**src/rtl/fetch_sequencer.sv**
```systemverilog
// Byte-serial instruction fetch: assembles a big-endian 32-bit word from a
// byte-wide instruction memory and holds it for decode.
module fetch_sequencer #(
  parameter int          IM_DEPTH = 256,
  parameter logic [63:0] RESET_PC = 64'h0
) (
  input  logic        CLK,
  input  logic        Reset,
  output logic [63:0] IM_Addr,
  input  logic [7:0]  IM_Data,
  input  logic        Branch_Taken,
  input  logic [63:0] Branch_Target,
  input  logic        Instr_Ready,
  output logic        Instr_Valid,
  output logic [31:0] Instruction_Out,
  output logic [63:0] PC_Out,
  output logic        Fault,
  output logic [15:0] Fetch_Count
);

  typedef enum logic [2:0] {
    FETCH0, FETCH1, FETCH2, FETCH3, HOLD, FAULT
  } state_e;

  // Highest PC from which a full word can still be fetched.
  localparam logic [63:0] LAST_PC = 64'(IM_DEPTH - 4);

  state_e      state_q, state_d;
  logic [63:0] pc_q, pc_d;
  logic [23:0] asm_q;
  logic [31:0] instr_q;
  logic [63:0] pc_out_q;
  logic        valid_q;
  logic        fault_q;
  logic [15:0] count_q;

  logic        accept;
  logic        redirect;
  logic        target_bad;
  logic [63:0] seq_pc;
  logic        seq_bad;

  assign accept     = (state_q == HOLD) && Instr_Ready;
  assign redirect   = (state_q != FAULT) && Branch_Taken;
  assign target_bad = (Branch_Target[1:0] != 2'b00) || (Branch_Target > LAST_PC);
  assign seq_pc     = pc_q + 64'd4;
  assign seq_bad    = seq_pc > LAST_PC;

  // NOTE: sequential state uses non-blocking (<=) so every register samples
  // the pre-edge values; combinational blocks use blocking (=).
  always_ff @(posedge CLK) begin
    if (Reset) begin
      state_q <= FETCH0;
      pc_q    <= RESET_PC;
    end else begin
      state_q <= state_d;
      pc_q    <= pc_d;
    end
  end

  // NOTE: defaults first so every path assigns state_d/pc_d and no latch
  // is inferred.
  always_comb begin
    state_d = state_q;
    pc_d    = pc_q;
    unique case (state_q)
      FETCH0: state_d = FETCH1;
      FETCH1: state_d = FETCH2;
      FETCH2: state_d = FETCH3;
      FETCH3: state_d = HOLD;
      HOLD: begin
        if (accept) begin
          pc_d    = seq_pc;
          state_d = seq_bad ? FAULT : FETCH0;
        end
      end
      FAULT:  state_d = FAULT;
      default: state_d = FAULT;
    endcase
    // A redirect overrides sequential flow; a simultaneous accept still counts.
    if (redirect) begin
      pc_d    = Branch_Target;
      state_d = target_bad ? FAULT : FETCH0;
    end
  end

  always_comb begin
    IM_Addr = pc_q;
    unique case (state_q)
      FETCH1:  IM_Addr = pc_q + 64'd1;
      FETCH2:  IM_Addr = pc_q + 64'd2;
      FETCH3:  IM_Addr = pc_q + 64'd3;
      default: IM_Addr = pc_q;
    endcase
  end

  always_ff @(posedge CLK) begin
    if (Reset) begin
      asm_q    <= '0;
      instr_q  <= '0;
      pc_out_q <= '0;
      valid_q  <= 1'b0;
      fault_q  <= 1'b0;
      count_q  <= '0;
    end else begin
      unique case (state_q)
        FETCH0:  asm_q[23:16] <= IM_Data;
        FETCH1:  asm_q[15:8]  <= IM_Data;
        FETCH2:  asm_q[7:0]   <= IM_Data;
        default: asm_q        <= asm_q;
      endcase
      if (state_q == FETCH3 && state_d == HOLD) begin
        instr_q  <= {asm_q, IM_Data};
        pc_out_q <= pc_q;
      end
      valid_q <= (state_d == HOLD);
      fault_q <= (state_d == FAULT);
      if (accept && count_q != 16'hFFFF) count_q <= count_q + 16'd1;
    end
  end

  assign Instr_Valid     = valid_q;
  assign Instruction_Out = instr_q;
  assign PC_Out          = pc_out_q;
  assign Fault           = fault_q;
  assign Fetch_Count     = count_q;

endmodule

```
**config.mk**
```make
export PLATFORM = sky130hd
export DESIGN_NAME = fetch_sequencer
export DESIGN_NICKNAME = d
export VERILOG_FILES = /design/src/rtl/fetch_sequencer.sv
export SDC_FILE = /design/constraint.sdc
export NUM_CORES = 1
export LEC_CHECK = 0
export ABC_AREA = 1
export ABC_CLOCK_PERIOD_IN_PS = 5270
export BUFFER_PORTS_ARGS = -buffer_cell sky130_fd_sc_hd__clkbuf_2
export CAP_MARGIN = 20
export CORE_MARGIN = 2
export CORE_UTILIZATION = 35
export CTS_BUF_LIST = sky130_fd_sc_hd__clkbuf_16
export DETAILED_ROUTE_END_ITERATION = 16
export GPL_ROUTABILITY_DRIVEN = 1
export HOLD_SLACK_MARGIN = 0.02
export SYNTH_ARGS = -nofsm -noshare
export SYNTH_HDL_FRONTEND = slang
export SYNTH_SLANG_ARGS = --single-unit
```
**constraint.sdc**
```tcl
create_clock -name CLK -period 5.27 [get_ports CLK]
set_input_delay 0.2635 -clock CLK [delete_from_list [all_inputs] [get_ports CLK]]
set_output_delay 0.2635 -clock CLK [all_outputs]
set_load 0.005 [all_outputs]
```
==> impl_results.md, run 1 <==
* Result of the run: finished, final reports clean
* Area of the core at 36700 um^2
* Initial Utilization at 0.3567
* Number of levels in the clock H-tree at 1
* Share of final-layout standard cells stronger than drive strength 1 at 0.1492
* Total global routing overflow at 0
* Total negative slack at 0 ns
* Count of filler cells inserted in the layout at 4040
* Post-synthesis sequential area ratio at 0.3135
* Number of placed instances, taps included at 2831
* Count of cells resized by post-cts repair at 0
* Die Area at 38970 um^2
* Setup slack after layout at 0.7268 ns
* Worst setup slack after placement at 0.8202 ns
* Power per standard cell area at 246.4 nW/um^2
* Post-synth cell types at 52
* Critical path data arrival time at 4.98 ns
* Root Driver: sky130_fd_sc_hd__clkbuf_16
* Half-perimeter wire length after detailed placement at 49600 um
* Clock buffers created by TritonCTS at 24
* Post-layout net count at 2524
* Number of synthesized register bits at 205
* Starting DRT DRC Count at 1561
* Area growth syn-to-layout at 22.49%
* Static Leakage at 0.006520 uW
* Number of search-and-repair iterations in the first detailed-routing pass at 6
* Average routed wire per standard cell at 22.03 um
* Final Critical Period at 4.543 ns
* Number of cells produced by synthesis at 2181
* Syn Area/Cell at 6.002 um^2
* Category of the worst setup path capture point: flip-flop
* Count of input and output buffers at 253
* Width of the chip at 197.4 um
* Highest net fanout along the worst path at 73
* Synth Warn # at 0
* Via count of the routed design at 16124
* Normalized max-slew margin at 0.3743
* Global-route wire length before repair at 94050 um
* Clock transition at the registers of the reported paths at 0.06 ns
* Worst Hold Class: in2reg
* Highest Clock Rate at 220.1 MHz
* Commonest non-fill, non-tap cell in the layout: sky130_fd_sc_hd__nand2_1
* Non-Filler Instances at 2928
* RSZ-0062 raised after global routing: no
* Worst Clk Skew at 0.02866 ns
* Proportion of register bits with asynchronous set or reset after synthesis at 0
* Gp weighted congestion at 1.016
* Final Max Tran Viols at 0
* Count of flip-flops with a built-in enable after synthesis at 0
* TritonCTS clock tree: done
* Endpoint required time on the critical path at 5.71 ns
* Maximum number of pins on one net before global-route repair at 97
* Remaining routing DRC violations at 0
* Boundary pin count at 254
* Type of the worst setup path: reg2reg
* Synth Cell Area at 13090 um^2
* Clock latency reported for the late side of the worst-skew pair at 0.57 ns
* Worst Tran Pin Value at 0.9351 ns
* Critical Path Source Type: flip-flop
* Sequential cell area at 4104 um^2
* Post-synth top flop: sky130_fd_sc_hd__dfxtp_1
* Peak ir drop on the vdd network at 0.0002149 V
* Multi-input combinational cell area at 7735 um^2
* Worst reg2reg setup slack at 0.73 ns
* Post-synth net total at 2263
* Final number of setup-violating endpoints at 0
* Die Y-Extent at 197.4 um
* Highest-count cells in the layout ignoring fill and taps: sky130_fd_sc_hd__nand2_1 (612), sky130_fd_sc_hd__nor2_1 (385), sky130_fd_sc_hd__clkbuf_2 (253), sky130_fd_sc_hd__dfxtp_1 (205), sky130_fd_sc_hd__inv_1 (200)
* Final cycle utilization of the critical path at 0.8621
* Clock Sink Count at 205
* Number of antenna violations at the first check in global routing at 1
* Post-route antenna net violation count at 0
* CTS Buffer Depth at 3
* Global-route usage over all layers at 0.3217
* Vias in the first global route at 14747
* Final Hold Vio Count at 0
* Row count at 70
* Routed vias/inst at 5.507
* Max-capacitance violation count at 0
* Routed wire length at 64500 um
stage by stage:
stage | utilization | hold slack (ns) | area [um^2] | total power, uW
final | 0.4370 | 0.02568 | 16040 | 3951
after CTS | 0.4369 | 0.02218 | 16030 | 3958
after detailed placement | 0.4022 | 0.4716 | 14760 | 2300
after floorplan | - | 0.4182 | 13090 | 2032
after global placement | 0.4022 | 0.4631 | 14760 | 2299
after global routing | 0.4369 | 0.03584 | 16030 | 4090
where the power goes:
part | leakage [uW] | internal, uW | switching [uW]
Clock | 0.000394 | 921 | 717
Combinational | 0.00446 | 199 | 430
Sequential | 0.00167 | 1600 | 81.2
Total | 0.00652 | 2720 | 1230
timing repair:
action,4_1_cts,5_1_grt
hold endpoints to repair,53,0
buffers inserted,0,0
hold buffers,53,0
endpoints found under the setup margin,0,0
sequential cells by signal (all words and copies together), names as in the netlist:
name             cells
pc_q                64
Instruction_Out     32
Instr_Valid          1
asm_q               24
PC_Out              64
Fault                1
Fetch_Count         16
state_q              3
synthesized netlist by cell type (7+ instances only):
cell,instances,area share
sky130_fd_sc_hd__a31oi_1,65,0.031
sky130_fd_sc_hd__clkinv_1,11,0.0032
sky130_fd_sc_hd__nor3_1,29,0.011
sky130_fd_sc_hd__inv_1,194,0.056
sky130_fd_sc_hd__nand3_1,122,0.047
sky130_fd_sc_hd__nand2_1,612,0.18
sky130_fd_sc_hd__nor2_4,7,0.0060
sky130_fd_sc_hd__a21oi_1,66,0.025
sky130_fd_sc_hd__nor2_1,388,0.11
sky130_fd_sc_hd__nor2_2,13,0.0062
sky130_fd_sc_hd__o211ai_1,15,0.0086
sky130_fd_sc_hd__o22ai_1,9,0.0043
sky130_fd_sc_hd__clkbuf_1,69,0.020
sky130_fd_sc_hd__o21ai_0,99,0.038
sky130_fd_sc_hd__inv_2,8,0.0023
sky130_fd_sc_hd__nand4_1,121,0.058
sky130_fd_sc_hd__buf_2,21,0.0080
sky130_fd_sc_hd__xor2_1,18,0.012
sky130_fd_sc_hd__nand2_2,8,0.0038
sky130_fd_sc_hd__dfxtp_1,205,0.31
sky130_fd_sc_hd__o21ai_1,16,0.0061
sky130_fd_sc_hd__nor4_1,21,0.010
worst max-delay path, cell delays in order, from the launching register on:
cell                      delay (ns)
sky130_fd_sc_hd__dfxtp_1        0.61
sky130_fd_sc_hd__ha_1           0.45
sky130_fd_sc_hd__nand3_1        0.23
sky130_fd_sc_hd__nor2_2         0.27
sky130_fd_sc_hd__nand3_1        0.26
sky130_fd_sc_hd__nor2_1         0.50
sky130_fd_sc_hd__nand2_1        0.19
sky130_fd_sc_hd__nand2_1        0.12
sky130_fd_sc_hd__nand2_1        0.09
sky130_fd_sc_hd__nand3_1        0.10
sky130_fd_sc_hd__nor2_1         0.05
sky130_fd_sc_hd__nand2_1        0.09
sky130_fd_sc_hd__nor2_1         0.07
sky130_fd_sc_hd__nand3_1        0.11
sky130_fd_sc_hd__nand2_1        0.10
sky130_fd_sc_hd__a21oi_4        0.16
sky130_fd_sc_hd__buf_4          0.64
sky130_fd_sc_hd__nand4_1        0.18
sky130_fd_sc_hd__nand2_1        0.10
sky130_fd_sc_hd__nor2_1         0.04
worst paths after layout:
path | start | end | cells past startpoint
setup / recovery | pc_q[2]$_SDFFE_PP0P_ | PC_Out[22]$_SDFFE_PP0P_ | 19
setup reg to reg | pc_q[2]$_SDFFE_PP0P_ | PC_Out[22]$_SDFFE_PP0P_ | 19
hold reg to reg | Instruction_Out[27]$_SDFFE_PP0P_ | Instruction_Out[27]$_SDFFE_PP0P_ | 2
hold / removal | Branch_Target[42] | pc_q[42]$_SDFFE_PP0P_ | 3
layout make-up:
class,instances,area share
Antenna cell,1,0.0001561
Multi-Input combinational cell,1658,0.4824
Tap cell,468,0.03652
Timing Repair Buffer,340,0.1287
Sequential cell,205,0.2559
Clock buffer,24,0.03745
Clock inverter,19,0.008895
Inverter,213,0.04994
logic make-up after synthesis:
kind of cell | count (synthesis) | share of synthesized area
xor+xnor | 19 | 0.01271
flops | 205 | 0.3135
buf+inv | 318 | 0.09758
fa+ha+maj | 6 | 0.006308
mux | 3 | 0.002294
simple gates | 1327 | 0.4327
compound gates | 303 | 0.1350
routing by layer:
layer  vias to the layer above  GRT usage  routed length (um)
met3                        96    0.04268                4351
met1                      7630     0.4480               28970
met4                         0     0.1003                2105
li1                       7729          -                   -
met2                       669     0.5155               29080
met5                         -          0                   0
Power figures use the tool's default switching activity.
==> inputs of run 2 (changes only) <==
--- a/config.mk
+++ b/config.mk
@@ -7,12 +7,12 @@
 export LEC_CHECK = 0
 export ABC_AREA = 1
 export ABC_CLOCK_PERIOD_IN_PS = 5270
-export BUFFER_PORTS_ARGS = -buffer_cell sky130_fd_sc_hd__clkbuf_2
 export CAP_MARGIN = 20
 export CORE_MARGIN = 2
 export CORE_UTILIZATION = 35
 export CTS_BUF_LIST = sky130_fd_sc_hd__clkbuf_16
 export DETAILED_ROUTE_END_ITERATION = 16
+export DONT_BUFFER_PORTS = 1
 export GPL_ROUTABILITY_DRIVEN = 1
 export HOLD_SLACK_MARGIN = 0.02
 export SYNTH_ARGS = -nofsm -noshare
==> run 2 against run 1 <==
  * Maximum frequency shrank 5.1%
  * Final cell count decreased by 8.0%
  * Flip-flop and latch count did not move
  * Largest power group is now clock
  * Setup slack got worse by 0.25 ns
  * Die area unchanged
  * Design area shrank 6.2%
  * Register-to-register slack lost 0.25 ns
  * Count of clock-buffer cells in the layout up 1
==> impl_results.md, run 2 (same netlist as run 1, synthesis figures left out) <==
* Result of the run: finished, final reports clean
* Width of the chip at 197.4 um
* Clock Sink Count at 205
* Vias in the first global route at 14559
* Final Max Tran Viols at 0
* Endpoint required time on the critical path at 5.72 ns
* Peak ir drop on the vdd network at 0.0002110 V
* Final number of setup-violating endpoints at 0
* Clock buffers created by TritonCTS at 25
* Area growth syn-to-layout at 14.91%
* Share of final-layout standard cells stronger than drive strength 1 at 0.05393
* Power share of the clock group at 0.437
* Via count of the routed design at 15336
* Reg power frac at 0.420
* Die Y-Extent at 197.4 um
* CTS Buffer Depth at 3
* RSZ-0062 raised after global routing: no
* Worst Clk Skew at 0.01863 ns
* Area post-placement at 13480 um^2
* Non-Filler Instances at 2693
* Internal Power at 2788 uW
* Area of the core at 36700 um^2
* Highest net fanout along the worst path at 54
* Normalized max-slew margin at 0.2221
* Worst Hold Class: in2reg
* Number of placed instances, taps included at 2575
* Worst path buffer plus inverter count at 1
* Maximum number of pins on one net before global-route repair at 99
* Remaining routing DRC violations at 0
* Commonest non-fill, non-tap cell in the layout: sky130_fd_sc_hd__nand2_1
* Half-perimeter wire length after detailed placement at 49680 um
* Routed wire length at 64810 um
* Count of cells resized by post-cts repair at 0
* Static Leakage at 0.005491 uW
* Worst stage delay on the critical path at 0.63 ns
* Post-CTS setup buffer count at 0
* Type of the worst setup path: reg2reg
* Final cycle utilization of the critical path at 0.9087
* Gp weighted congestion at 1.071
* Number of levels in the clock H-tree at 1
* Cell class contributing the biggest share of worst-path delay: simple AND/OR/NAND/NOR gates
* Boundary pin count at 254
* Power per standard cell area at 266.9 nW/um^2
* TritonCTS clock tree: done
* Routed vias/inst at 5.695
* Worst Tran Pin Value at 1.167 ns
* Category of the worst setup path capture point: flip-flop
* Global-route usage over all layers at 0.3248
* Average routed wire per standard cell at 24.07 um
* Highest Clock Rate at 208.8 MHz
* Root Driver: sky130_fd_sc_hd__clkbuf_16
* Number of search-and-repair iterations in the first detailed-routing pass at 5
* Hold Buf Count CTS at 73
* Final Critical Period at 4.789 ns
* Worst path slowest cell: sky130_fd_sc_hd__dfxtp_1
* Switching power as a share of total power at 0.3057
* Number of antenna violations at the first check in global routing at 0
* Count of input and output buffers at 0
* Clock latency reported for the late side of the worst-skew pair at 0.57 ns
* Critical Path, Cell by Cell: ha_1 > nand3_1 > nor2_2 > nand3_1 > nor2_1 > nand3_1 > nand2_1 > nand3_1 > nor2_1 > nand2_1 > nor2_1 > nand3_1 > nand2_1 > nand2_1 > a21oi_4 > buf_4 > nand4_1 > nand2_1 > nor2_1
* Clock transition at the registers of the reported paths at 0.06 ns
* Post-route antenna net violation count at 0
* Critical path data arrival time at 5.24 ns
* Total negative slack at 0 ns
* Ant diodes at 0
* Row count at 70
* Post-layout net count at 2289
* Highest-count cells in the layout ignoring fill and taps: sky130_fd_sc_hd__nand2_1 (612), sky130_fd_sc_hd__nor2_1 (385), sky130_fd_sc_hd__dfxtp_1 (205), sky130_fd_sc_hd__inv_1 (196), sky130_fd_sc_hd__nand3_1 (122)
* Final hold slack at 0.06554 ns
* Final Hold Vio Count at 0
* Worst setup slack after placement at 0.6276 ns
* Total global routing overflow at 0
* Total net switching power at 1227 uW
* Die Area at 38970 um^2
* Final design instance area without fill at 15040 um^2
* Global-route wire length before repair at 94550 um
* Initial Utilization at 0.3567
* Max-capacitance violation count at 0
* Starting DRT DRC Count at 1428
* Combinational cell fraction of total power at 0.143
* Critical Path Source Type: flip-flop
* Setup slack after layout at 0.4812 ns
[run 2: worst paths after layout]
check	from	endpoint	slack [ns]	cells after the start
max	pc_q[2]$_SDFFE_PP0P_	PC_Out[32]$_SDFFE_PP0P_	0.48	19
min	Branch_Taken	pc_q[7]$_SDFFE_PP0P_	0.07	3
max reg2reg	pc_q[2]$_SDFFE_PP0P_	PC_Out[32]$_SDFFE_PP0P_	0.48	19
min reg2reg	PC_Out[9]$_SDFFE_PP0P_	PC_Out[9]$_SDFFE_PP0P_	0.50	2
[run 2: through the flow]
step                      power, uW    util
after CTS                      4035  0.4099
after global routing           4162  0.4099
after detailed placement       2224  0.3673
after global placement         2220  0.3670
final                          4016  0.4099
after floorplan                2032       -
[run 2: power by group through the flow]
stage                     logic (uW)  registers [uW]  clock network (uW)
after floorplan                  356            1680                   0
after global placement           505            1720                   0
after detailed placement         508            1720                   0
after CTS                        568            1680                1780
after global routing             625            1690                1840
final                            573            1690                1760
[run 2: final cells by class]
cell class                 instances  area (um^2)
fill                            4094        21650
multi-input combinational       1658         7740
sequential                       205         4104
timing repair buffer             104        996.0
inverter                         213        800.8
clock buffer                      25        625.6
tap                              468        585.6
clock inverter                    20        191.4
[run 2: worst register-to-register path: stages (launching register included)]
cell                      delay (ns)
sky130_fd_sc_hd__dfxtp_1        0.63
sky130_fd_sc_hd__ha_1           0.44
sky130_fd_sc_hd__nand3_1        0.24
sky130_fd_sc_hd__nor2_2         0.29
sky130_fd_sc_hd__nand3_1        0.32
sky130_fd_sc_hd__nor2_1         0.52
sky130_fd_sc_hd__nand3_1        0.18
sky130_fd_sc_hd__nand2_1        0.15
sky130_fd_sc_hd__nand3_1        0.08
sky130_fd_sc_hd__nor2_1         0.14
sky130_fd_sc_hd__nand2_1        0.06
sky130_fd_sc_hd__nor2_1         0.19
sky130_fd_sc_hd__nand3_1        0.16
sky130_fd_sc_hd__nand2_1        0.10
sky130_fd_sc_hd__nand2_1        0.10
sky130_fd_sc_hd__a21oi_4        0.15
sky130_fd_sc_hd__buf_4          0.51
sky130_fd_sc_hd__nand4_1        0.22
sky130_fd_sc_hd__nand2_1        0.13
sky130_fd_sc_hd__nor2_1         0.06
[run 2: routing by layer]
| layer | share of wire | global-route usage | vias to the layer above |
|---|---|---|---|
| met1 | 0.44 | 0.4302 | 7325 |
| met5 | 0 | 0 | - |
| met3 | 0.075 | 0.05942 | 117 |
| met4 | 0.040 | 0.1236 | 0 |
| met2 | 0.45 | 0.5244 | 637 |
| li1 | - | - | 7257 |
